`config.mk`:
```
export PLATFORM = sky130hd
export DESIGN_NAME = d_cache_loader
export DESIGN_NICKNAME = d
export VERILOG_FILES = /design/src/rtl/d_cache_loader.sv
export SDC_FILE = /design/constraint.sdc
export NUM_CORES = 1
export LEC_CHECK = 0
export CORE_UTILIZATION = 53
export CTS_BUF_LIST = sky130_fd_sc_hd__clkbuf_8
export DETAILED_ROUTE_END_ITERATION = 16
export PLACE_DENSITY = 0.95
export SETUP_SLACK_MARGIN = 0.4
export SLEW_MARGIN = 30
export SYNTH_ARGS = -nofsm -noshare
export SYNTH_HDL_FRONTEND = slang
export SYNTH_SLANG_ARGS = --single-unit
export TNS_END_PERCENT = 100
```
`constraint.sdc`:
```
create_clock -name clk -period 3 [get_ports clk]
set_input_delay 0.9 -clock clk [delete_from_list [all_inputs] [get_ports clk]]
set_output_delay 0.9 -clock clk [all_outputs]
set_load 0.02 [all_outputs]
```
`src/rtl/d_cache_loader.sv`:
```
// d_cache preload/dump initiator: packs a byte stream into words and writes
// them to the d_cache, or reads words back and streams them out as bytes.
//
// Ports:
//   clk, rst_n                   clock, async active-low reset
//   start_load, start_dump       one-cycle command pulses (load wins a tie)
//   len_words                    word count, sampled on the accepted start
//   s_data/s_valid/s_ready       input byte stream
//   m_data/m_valid/m_ready       output byte stream
//   data_en/input_addr/input_data  d_cache preload write port
//   dump_addr/output_check       d_cache readback address and word
//   core_hold                    high whenever not idle
//   done                         one-cycle pulse ending each accepted command
//   err                          sticky length error, cleared on next start
module d_cache_loader #(
  parameter int Depth    = 120,
  parameter int BaseAddr = 0,
  parameter int DPW      = 32,
  parameter int CntW     = $clog2(Depth/4+1)
) (
  input  logic            clk,
  input  logic            rst_n,
  input  logic            start_load,
  input  logic            start_dump,
  input  logic [CntW-1:0] len_words,
  input  logic [7:0]      s_data,
  input  logic            s_valid,
  output logic            s_ready,
  output logic [7:0]      m_data,
  output logic            m_valid,
  input  logic            m_ready,
  output logic            data_en,
  output logic [DPW-1:0]  input_addr,
  output logic [DPW-1:0]  input_data,
  output logic [DPW-1:0]  dump_addr,
  input  logic [DPW-1:0]  output_check,
  output logic            core_hold,
  output logic            done,
  output logic            err
);

  localparam int MaxW = Depth/4;

  typedef enum logic [2:0] {
    IDLE, LD_BYTE, LD_WR, DP_ADDR, DP_CAP, DP_SEND, FIN
  } state_t;

  state_t          state;
  logic [CntW-1:0] len;
  logic [CntW-1:0] k;
  logic [CntW-1:0] k_nx;
  logic [1:0]      b;
  // Low three bytes of the word being packed, newest byte on top.
  logic [23:0]     word;
  // Bytes still to send after the one on m_data, next byte at the bottom.
  logic [23:0]     sh;

  assign k_nx = k + CntW'(1);

  function automatic logic [DPW-1:0] waddr(input logic [CntW-1:0] idx);
    return DPW'(BaseAddr) + (DPW'(idx) << 2);
  endfunction

  always_ff @(posedge clk or negedge rst_n) begin
    if (!rst_n) begin
      state      <= IDLE;
      len        <= '0;
      k          <= '0;
      b          <= '0;
      word       <= '0;
      sh         <= '0;
      s_ready    <= 1'b0;
      m_valid    <= 1'b0;
      m_data     <= '0;
      data_en    <= 1'b0;
      input_addr <= '0;
      input_data <= '0;
      dump_addr  <= '0;
      core_hold  <= 1'b0;
      done       <= 1'b0;
      err        <= 1'b0;
    end else begin
      data_en <= 1'b0;
      done    <= 1'b0;
      unique case (state)
        IDLE: begin
          if (start_load || start_dump) begin
            err       <= 1'b0;
            len       <= len_words;
            k         <= '0;
            b         <= '0;
            core_hold <= 1'b1;
            if (len_words == '0) begin
              state <= FIN;
              done  <= 1'b1;
            end else if (len_words > CntW'(MaxW)) begin
              err   <= 1'b1;
              state <= FIN;
              done  <= 1'b1;
            end else if (start_load) begin
              state   <= LD_BYTE;
              s_ready <= 1'b1;
            end else begin
              state     <= DP_ADDR;
              dump_addr <= waddr('0);
            end
          end
        end
        LD_BYTE: begin
          if (s_valid) begin
            b    <= b + 2'd1;
            word <= {s_data, word[23:8]};
            if (b == 2'd3) begin
              s_ready    <= 1'b0;
              data_en    <= 1'b1;
              input_addr <= waddr(k);
              input_data <= DPW'({s_data, word});
              state      <= LD_WR;
            end
          end
        end
        LD_WR: begin
          k <= k_nx;
          if (k_nx == len) begin
            state <= FIN;
            done  <= 1'b1;
          end else begin
            state   <= LD_BYTE;
            s_ready <= 1'b1;
          end
        end
        DP_ADDR: state <= DP_CAP;
        DP_CAP: begin
          // output_check reflects dump_addr from the DP_ADDR edge.
          m_data  <= output_check[7:0];
          sh      <= output_check[31:8];
          m_valid <= 1'b1;
          b       <= '0;
          state   <= DP_SEND;
        end
        DP_SEND: begin
          if (m_ready) begin
            b      <= b + 2'd1;
            m_data <= sh[7:0];
            sh     <= {8'h00, sh[23:8]};
            if (b == 2'd3) begin
              m_valid <= 1'b0;
              k       <= k_nx;
              if (k_nx == len) begin
                state <= FIN;
                done  <= 1'b1;
              end else begin
                state     <= DP_ADDR;
                dump_addr <= waddr(k_nx);
              end
            end
          end
        end
        FIN: begin
          core_hold <= 1'b0;
          state     <= IDLE;
        end
        default: state <= IDLE;
      endcase
    end
  end

endmodule
```
==> run_results.csv <==
group,metric,value,unit
run_status,outcome,"complete, no violations",
global_route,grt_pass1_vias,3665,
logic_synthesis,synth_compound_area_share,8.711,%
timing,skew,0.007610,ns
min_path,hold_class,"flop to flop",
power,pwr-share-comb,39.7,%
logic_synthesis,synth_cell_types,42,
timing,fin_crit_sh,77.61,%
clock_tree,insertion_delay,0.42,ns
global_route,grt_pass1_wl,17930,um
logic_synthesis,synth_area_leaders,"dfrtp_1, mux2_2, buf_4",
logic_synthesis,synthSimpleGateAreaFrac,6.205,%
timing,timing.setup.tns,0,ns
layout,area_growth,26.87,%
logic_synthesis,ys_warn_count,0,
logic_synthesis,ys_async_sr_fraction,100.0,%
timing,relSlewSlack,56.11,%
logic_synthesis,synth_top_area_share,54.70,%
floorplan,die_w,103.4,um
floorplan,die_y,103.4,um
clock_tree,clock-root-buffer,"clkbuf_8",
global_route,grt_max_degree,57,
layout,final_util,70.02,%
layout,insertedDiodeCount,0,
logic_synthesis,synthTopCellsByCount,"dfrtp_1, mux2_2, buf_4",
route,ant_nets,0,
worst_setup_path,crit_chain,"clkdlybuf4s50_1",
global_route,grt_overflow,0,
logic_synthesis,synth-main-ff-cell,"dfrtp_1",
logic_synthesis,ys_seq_area_share,54.70,%
logic_synthesis,synth_xor_area_share,1.563,%
flow_run,cap_viol_max_count,0,
logic_synthesis,synth_edf_count,0,
logic_synthesis,syn_area,5444,um2
worst_setup_path,cp_slowest_cell,"clkdlybuf4s50_1",
min_path,hold_depth,2,
clock_tree,cts.sinks,119,
clock_tree,cts_hold_buf,0,
floorplan,core-area,9864,um2
worst_setup_path,cp_data_arrival_time,1.43,ns
worst_setup_path,crit_buf_inv,1,
timing,finalHoldViolCount,0,
power,power.total,0.007102,W
clock_tree,cts_setup_buffers,0,
power,powerDensity,1028,nW/um2
worst_setup_path,worstPathMaxFanout,2,
route,post_drt_wl_per_cell,15.81,um
power,clkPwrFrac,21.8,%
timing,tightest_slew,0.6584,ns
timing,setup_viol,0,
worst_setup_path,worst_setup_path_start_kind,"flop",
clock_tree,clockBufferDepth,2,
power,peakVddDrop,0.0006011,V
floorplan,ios,161,
worst_setup_path,cp_top_family,"buffers and inverters",
worst_setup_path,rrSetupSlack,0.69,ns
worst_setup_path,endpoint_kind,"output pin",
clock_tree,cts_tree,"built",
clock_tree,cts_buffers,17,
global_route,grt_use_total,22.76,%
route,dr.first_iter.drc_count,156,
layout,drive_gt1_share,19.86,%
logic_synthesis,synth_top_family_by_area,"multiplexers",
route,routed_wl,11180,um
layout,finalNetCount,614,
floorplan,start_util,55.19,%
logic_synthesis,ys_seq_elements,119,
route,vias,3645,
worst_setup_path,critPathKind,"flop to output pin",
global_route,antenna_found_initial,0,
logic_synthesis,synth.area.mux_share,18.43,%
worst_setup_path,crit_cells,1,
logic_synthesis,postSynthCellCount,447,
timing,clock.fmax,0.4295,GHz
floorplan,std_cell_rows,36,
placement,io_buffer_count,106,
logic_synthesis,yosysTopAreaCell,"dfrtp_1",
route,first_pass_iters,5,
route,via_per_inst,5.156,
logic_synthesis,synth.avg_cell_area,12.18,um2
clock_tree,path_clk_slew,0.07,ns
route,post-route-drc-count,0,
placement,gp_congestion,0.8685,
floorplan,dieArea,10680,um2
timing,rsz0062_at_grt,"false",
clock_tree,post_cts_resized,0,
timing,finalCriticalPeriod,2.328,ns
worst_setup_path,max_stage_delay,0.62,ns
logic_synthesis,yosys.area_share.adder,0.4597,%
worst_setup_path,reg2regPathDepth,6,
clock_tree,htreeDepth,4,
worst_setup_path,worstPathRequired,2.10,ns
power,seqPwrFrac,38.5,%
power,p_leak,3.229,nW
placement,dpl.hpwl,7614,um
power,p_int,0.004598,W
power,p_sw,0.002504,W
timing,drv_slew,0,
power,sw_frac_of_total,35.26,%
logic_synthesis,synth_most_common_cell,"dfrtp_1",
==> path summary, 6_finish.rpt <==
kind / start / end
max in group asynchronous: rst_n / word[9]$_DFFE_PN0P_
min: m_data[2]$_DFFE_PN0P_ / m_data[2]$_DFFE_PN0P_
max reg2reg: k[0]$_DFFE_PN0P_ / dump_addr[3]$_DFFE_PN0P_
max: s_ready$_DFFE_PN0P_ / s_ready
min reg2reg: m_data[2]$_DFFE_PN0P_ / m_data[2]$_DFFE_PN0P_
min in group asynchronous: rst_n / word[4]$_DFFE_PN0P_
==> power groups by stage <==
stage	clock network [W]	logic (W)	registers, W
6_report	0.00155	0.00282	0.00274
5_1_grt	0.00165	0.00305	0.00282
4_1_cts	0.00158	0.00284	0.00274
3_5_place_dp	0	0.00280	0.00276
3_3_place_gp	0	0.00272	0.00270
2_1_floorplan	0	0.00158	0.00295
==> state kept, by name (all words and copies together), names as in the netlist <==
signal,count
word,24
b,2
err,1
len,5
m_valid,1
s_ready,1
core_hold,1
m_data,8
k,5
done,1
data_en,1
dump_addr,5
input_data,32
sh,24
state,3
input_addr,5
==> cells in the final DEF (no fill, tap or decap), types with 3 or more instances in the layout <==
cell and instances:
inv_1 8, clkdlybuf4s50_1 105, nor2_1 9, dfrtp_1 119, o21ai_0 34, o2bb2ai_1 5
clkinv_2 3, mux2_2 66, a21oi_1 4, a22o_1 9, xor2_1 3, clkinvlp_4 3
mux2i_1 26, nor3_1 5, and3_1 4, clkbuf_8 21, conb_1 54, nor4_1 5
xnor2_1 4, bufinv_16 3, buf_4 9, nand2_1 39
==> layout make-up <==
class / instances / area, um2
inverters: 8 / 30.03
repair buffers: 116 / 1159
clock inverters: 11 / 145.1
clock buffers: 21 / 289.0
fillers: 701 / 2958
multi-input cells: 299 / 2140
well taps: 133 / 166.4
flip-flops and latches: 119 / 2978
==> per-layer routing <==
metal	vias up	share of wire (%)	track usage, %
li1	1694	-	-
met1	1773	40	27.21
met2	159	50	37.09
met3	19	7.8	8.535
met4	0	1.9	9.534
met5	-	0	0
==> through the flow <==
stage	hold WS, ns	worst slack, ns	cell area (um2)	cells
finish	0.4795	0.6717	6907	707
global route	0.5084	0.5186	6907	707
detailed placement	0.4700	0.3596	6472	675
CTS	0.4808	0.6538	6907	707
floorplan	0.4461	0.8964	5643	500
global placement	0.4600	0.4305	6472	675
==> kinds of logic after synthesis <==
family / Yosys count
compound gates: 70
xor+xnor: 8
fa+ha+maj: 2
buf+inv: 82
flops: 119
mux: 92
other cells: 1
simple gates: 73
No activity file was read; power rests on OpenSTA's default activity.
